File: config.mk
export PLATFORM = sky130hd
export DESIGN_NAME = i8008_addr_stack
export DESIGN_NICKNAME = d
export VERILOG_FILES = /design/src/rtl/i8008_addr_stack.sv
export SDC_FILE = /design/constraint.sdc
export NUM_CORES = 1
export LEC_CHECK = 0
export CELL_PAD_IN_SITES_DETAIL_PLACEMENT = 1
export CELL_PAD_IN_SITES_GLOBAL_PLACEMENT = 1
export CORE_AREA = 8 8 148 108
export CTS_BUF_LIST = sky130_fd_sc_hd__clkbuf_8
export DETAILED_ROUTE_END_ITERATION = 8
export DIE_AREA = 0 0 156 116
export PLACE_DENSITY_LB_ADDON = 0.1
export REMOVE_ABC_BUFFERS = 1
export SLEW_MARGIN = 10
export SYNTH_ARGS = -nofsm -noshare
export SYNTH_HDL_FRONTEND = slang
export SYNTH_SLANG_ARGS = --single-unit
export TNS_END_PERCENT = 5
File: constraint.sdc
create_clock -name clk -period 5.25 [get_ports clk]
set_input_delay 1.05 -clock clk [delete_from_list [all_inputs] [get_ports clk]]
set_output_delay 1.05 -clock clk [all_outputs]
set_load 0.005 [all_outputs]
File: src/rtl/i8008_addr_stack.sv
// i8008_addr_stack
//   Program-counter / return-address stack for the i8008 core family.
//   The entry addressed by the stack pointer is the live PC. One op per
//   cycle: INC, JUMP, CALL, RET, RSTV (NOP and undefined codes do nothing).
//   WRAP_MODE=1 reproduces the circular 8008 behaviour (overwrite oldest on
//   overflow, stale pop on underflow); WRAP_MODE=0 ignores illegal ops and
//   raises a sticky fault.
//
// Ports
//   clk        rising-edge clock
//   rst        asynchronous active-high reset
//   op         000 NOP, 001 INC, 010 JUMP, 011 CALL, 100 RET, 101 RSTV
//   addr_in    JUMP/CALL target
//   vec_in     RST vector number (target = vec_in * 8)
//   clr_fault  synchronous fault clear (a simultaneous fault set wins)
//   pc         live PC (top-of-stack entry)
//   level      number of saved return addresses, 0..DEPTH-1
//   overflow   one-cycle pulse: CALL/RSTV with level == DEPTH-1
//   underflow  one-cycle pulse: RET with level == 0
//   fault      sticky error flag (always 0 when WRAP_MODE=1)
module i8008_addr_stack #(
    parameter int ADDR_WIDTH = 14,
    parameter int DEPTH      = 8,
    parameter int WRAP_MODE  = 1
) (
    input  logic                     clk,
    input  logic                     rst,
    input  logic [2:0]               op,
    input  logic [ADDR_WIDTH-1:0]    addr_in,
    input  logic [2:0]               vec_in,
    input  logic                     clr_fault,
    output logic [ADDR_WIDTH-1:0]    pc,
    output logic [$clog2(DEPTH)-1:0] level,
    output logic                     overflow,
    output logic                     underflow,
    output logic                     fault
);

    localparam int LW = $clog2(DEPTH);
    localparam logic [LW-1:0] LVL_MAX = LW'(DEPTH - 1);

    typedef enum logic [2:0] {
        OP_NOP  = 3'b000,
        OP_INC  = 3'b001,
        OP_JUMP = 3'b010,
        OP_CALL = 3'b011,
        OP_RET  = 3'b100,
        OP_RSTV = 3'b101
    } op_e;

    logic [ADDR_WIDTH-1:0] stack_q [DEPTH];
    logic [LW-1:0]         sp_q, sp_d;
    logic [LW-1:0]         level_q, level_d;
    logic                  overflow_q, overflow_d;
    logic                  underflow_q, underflow_d;
    logic                  fault_q, fault_d;

    logic                  wr_en;
    logic [LW-1:0]         wr_idx;
    logic [ADDR_WIDTH-1:0] wr_data;
    logic [ADDR_WIDTH-1:0] target;
    logic                  fault_set;
    logic                  full;
    logic                  empty;
    op_e                   op_dec;

    assign op_dec = op_e'(op);
    assign full   = (level_q == LVL_MAX);
    assign empty  = (level_q == '0);

    always_comb begin
        target = addr_in;
        if (op_dec == OP_RSTV) begin
            target      = '0;
            target[5:0] = {vec_in, 3'b000};
        end
    end

    always_comb begin
        sp_d        = sp_q;
        level_d     = level_q;
        wr_en       = 1'b0;
        wr_idx      = sp_q;
        wr_data     = pc;
        overflow_d  = 1'b0;
        underflow_d = 1'b0;
        fault_set   = 1'b0;

        case (op_dec)
            OP_INC: begin
                wr_en   = 1'b1;
                wr_data = pc + ADDR_WIDTH'(1);
            end
            OP_JUMP: begin
                wr_en   = 1'b1;
                wr_data = addr_in;
            end
            OP_CALL, OP_RSTV: begin
                overflow_d = full;
                // In wrap mode a full push still advances and lands on the
                // oldest saved entry; level is pinned at DEPTH-1.
                if (!full || (WRAP_MODE != 0)) begin
                    sp_d    = sp_q + LW'(1);
                    wr_en   = 1'b1;
                    wr_idx  = sp_q + LW'(1);
                    wr_data = target;
                    if (!full) begin
                        level_d = level_q + LW'(1);
                    end
                end else begin
                    fault_set = 1'b1;
                end
            end
            OP_RET: begin
                underflow_d = empty;
                // Popped entries are never cleared, so a wrap-mode underflow
                // exposes whatever stale address sits below.
                if (!empty || (WRAP_MODE != 0)) begin
                    sp_d = sp_q - LW'(1);
                    if (!empty) begin
                        level_d = level_q - LW'(1);
                    end
                end else begin
                    fault_set = 1'b1;
                end
            end
            default: ;
        endcase

        if (WRAP_MODE != 0) begin
            fault_d = 1'b0;
        end else begin
            fault_d = fault_set | (fault_q & ~clr_fault);
        end
    end

    always_ff @(posedge clk or posedge rst) begin
        if (rst) begin
            for (int unsigned i = 0; i < DEPTH; i++) begin
                stack_q[i] <= '0;
            end
            sp_q        <= '0;
            level_q     <= '0;
            overflow_q  <= 1'b0;
            underflow_q <= 1'b0;
            fault_q     <= 1'b0;
        end else begin
            if (wr_en) begin
                stack_q[wr_idx] <= wr_data;
            end
            sp_q        <= sp_d;
            level_q     <= level_d;
            overflow_q  <= overflow_d;
            underflow_q <= underflow_d;
            fault_q     <= fault_d;
        end
    end

    assign pc        = stack_q[sp_q];
    assign level     = level_q;
    assign overflow  = overflow_q;
    assign underflow = underflow_q;
    assign fault     = fault_q;

endmodule

==> metrics <==
outcome=finished clean; Compound-Gate Fraction of Synth Area=0.122; cts repair resizes=0; sequential area share after synthesis=0.448; area delta synth->final=14.2%; Die Span Y=116 µm; antenna-violating nets left=0; DP HPWL=14800 µm; fmax=232 MHz; Final period util=0.821; Worst Path Max Fanout=22; post-synth cell types=66; clock sink count=120; initial antenna violation count=0; combinational power share=0.521; Post-Route WL=20800 µm; Design Power=0.00510 W; Sequential Power Share=0.321; Yosys Warn Count=0; clock share of power=0.158; GR Overflow Total=0; Fin. Hold Viols=0; Worst-path clk slew=0.07 ns; post-synthesis mux area share=0.250; DRC=0; Global Route Usage Sum=0.249; Min-Delay Startpoint=stack_q[23]; vias=5170; final setup vio count=0; global-route wire length before repair=33900 µm; clk_skew=0.0177 ns; post-CTS setup buffer count=0; Post-Synth Adder-Cell Area=0.00858; Clock Path Buffers=2; final net count=662; Worst Setup SP=sp_q[0]; Critical R2R Launch=sp_q[0]; post-synthesis cell count=592; num rows=36; Slew headroom=0.275; Startpoint Class=flip-flop; CTS tree=yes; H-Tree Depth=4; vias in the first global route=5770; number of DRC markers in iteration 0=444; largest net degree at the start of global routing=58; Routed WL per cell=24.8 µm; Switching Power=0.00212 W; Net Sw Frac=0.416; Synth Register Bits=120; Max Cap Viol=0; Synth Area in Simple Gates=0.118; DRT Pass-1 Iters=4; clk_lat worst skew=0.46 ns; Final min period=4.31 ns; Slew Limit Fails=0; Ports=43; static leakage=3.22 nW; EDFF count, synth=0; main combinational cell family by area after synthesis=multiplexers; CP Data Required Time=4.20 ns; hold crit path type=flip-flop to flip-flop; syn avg cell area=11.3 µm²; Clock Tree Root=clkbuf_8; Power Density=666 nW/µm²; top_reg_cell synth=dfrtp_1; hold_buf cts=0; maximum vdd drop=309 µV; Post-Synth XOR/XNOR Area=0.0131; port buffer count=40; critical setup path kind=flip-flop to output pin; Sum Neg Setup Slack=0 ns; asr flop ratio synth=1.00; Core ar.=13600 µm²; worst slew pin tran=1.08 ns; synthesized cell area=6710 µm²; Pint=0.00298 W; Initial Util=0.491; die width=156 µm; CP Capture Type=output pin; via density per instance=6.17; Inserted Diodes=0; RSZ-0062 raised after global routing=no; total CTS buffers=17; layout cells sized above 1=0.270; gpl congestion=0.903; CP arrival=3.26 ns; DIE AREA=18100 µm²
## cell families (layout without fill, tap and decap cells)
family	after synthesis	in the layout
xor+xnor	10	10
flops	120	120
compound gates	115	115
buf+inv	52	108
other cells	1	1
fa+ha+maj	4	4
mux	128	128
simple gates	162	162
## final cells by class
cell class / count / area, µm²
multi-input cells: 420 / 3440
well taps: 190 / 238
repair buffers: 60 / 551
inverters: 16 / 62.6
fillers: 1432 / 5990
clock inverters: 15 / 139
clock buffers: 17 / 234
flip-flops and latches: 120 / 3000
## synthesized netlist by cell type (all sizes together), types with 13 or more instances
library cell | instances | share of area
dfrtp | 120 | 0.45
o21ai | 24 | 0.018
nor2 | 52 | 0.029
mux2 | 86 | 0.14
clkbuf | 13 | 0.0073
nand2 | 47 | 0.026
a31oi | 20 | 0.019
inv | 16 | 0.0090
mux2i | 20 | 0.032
mux4 | 22 | 0.074
buf | 23 | 0.024
## cells in the final DEF, fill, tap and decap left out, types with 4 or more instances in the layout
cell and instances:
xnor2_1 6, a21oi_1 8, a41oi_1 9, a22oi_1 4, inv_1 14, mux2_2 86, nand2_1 47, clkinv_2 6
o21ai_0 15, nor2_1 50, o22ai_1 6, xor2_1 4, a211o_1 8, a22o_1 4, mux4_2 21, dfrtp_1 120
a31oi_1 20, o21ai_1 9, mux2i_1 17, nor3_1 9, and2_1 7, clkbuf_8 17, buf_4 20, nand3_1 9
a211oi_1 9, or2_2 4, nand2b_1 6, nor4_1 4, nor2b_1 7, or3_1 4, clkdlybuf4s50_1 40
## worst paths after layout
path / to / slack [ns] / cells after the start
worst max-delay path: pc[2] / 0.94 / 6
worst min-delay path: stack_q[23] / 0.49 / 2
worst max register to register: stack_q[13] / 1.37 / 9
worst min register to register: stack_q[23] / 0.49 / 2
max in group asynchronous: stack_q[93] / 3.23 / 3
min in group asynchronous: stack_q[24] / 1.05 / 2
## sequential cells by signal, indices dropped and copies added, names as in the netlist
name and cells:
level 3, overflow 1, sp_q 3, stack_q 112
underflow 1
## power by group through the flow
| stage | clock network [W] | registers [W] | logic [W] |
|---|---|---|---|
| finish | 0.000808 | 0.00164 | 0.00266 |
| CTS | 0.000823 | 0.00164 | 0.00264 |
| detailed placement | 0 | 0.00165 | 0.00262 |
| floorplan | 0 | 0.00159 | 0.00167 |
| global route | 0.000867 | 0.00169 | 0.00287 |
| global placement | 0 | 0.00160 | 0.00253 |
## layer usage
layer,global-route usage,wire length (µm),share of wire
met5,0,0,0
met4,0.0851,365,0.018
met3,0.0589,1580,0.076
met2,0.393,9830,0.47
met1,0.330,9040,0.43
## metrics by stage
stage | utilization | setup slack [ns] | std cells | area (µm²) | hold slack, ns
after floorplan | - | 1.01 | 556 | 6500 | 0.444
after global placement | 0.534 | 0.993 | 806 | 7290 | 0.464
after detailed placement | 0.534 | 0.936 | 806 | 7290 | 0.470
after CTS | 0.561 | 0.921 | 838 | 7660 | 0.487
after global routing | 0.561 | 0.677 | 838 | 7660 | 0.498
final | 0.561 | 0.941 | 838 | 7660 | 0.485
## worst max-delay path, cell delays in order (launching register included)
cell	delay, ns
dfrtp_1	0.72
buf_4	0.43
mux2i_1	0.16
a22oi_1	0.52
nand2_1	0.29
inv_1	0.15
clkdlybuf4s50_1	0.52
(Power assumes the default switching activity.)
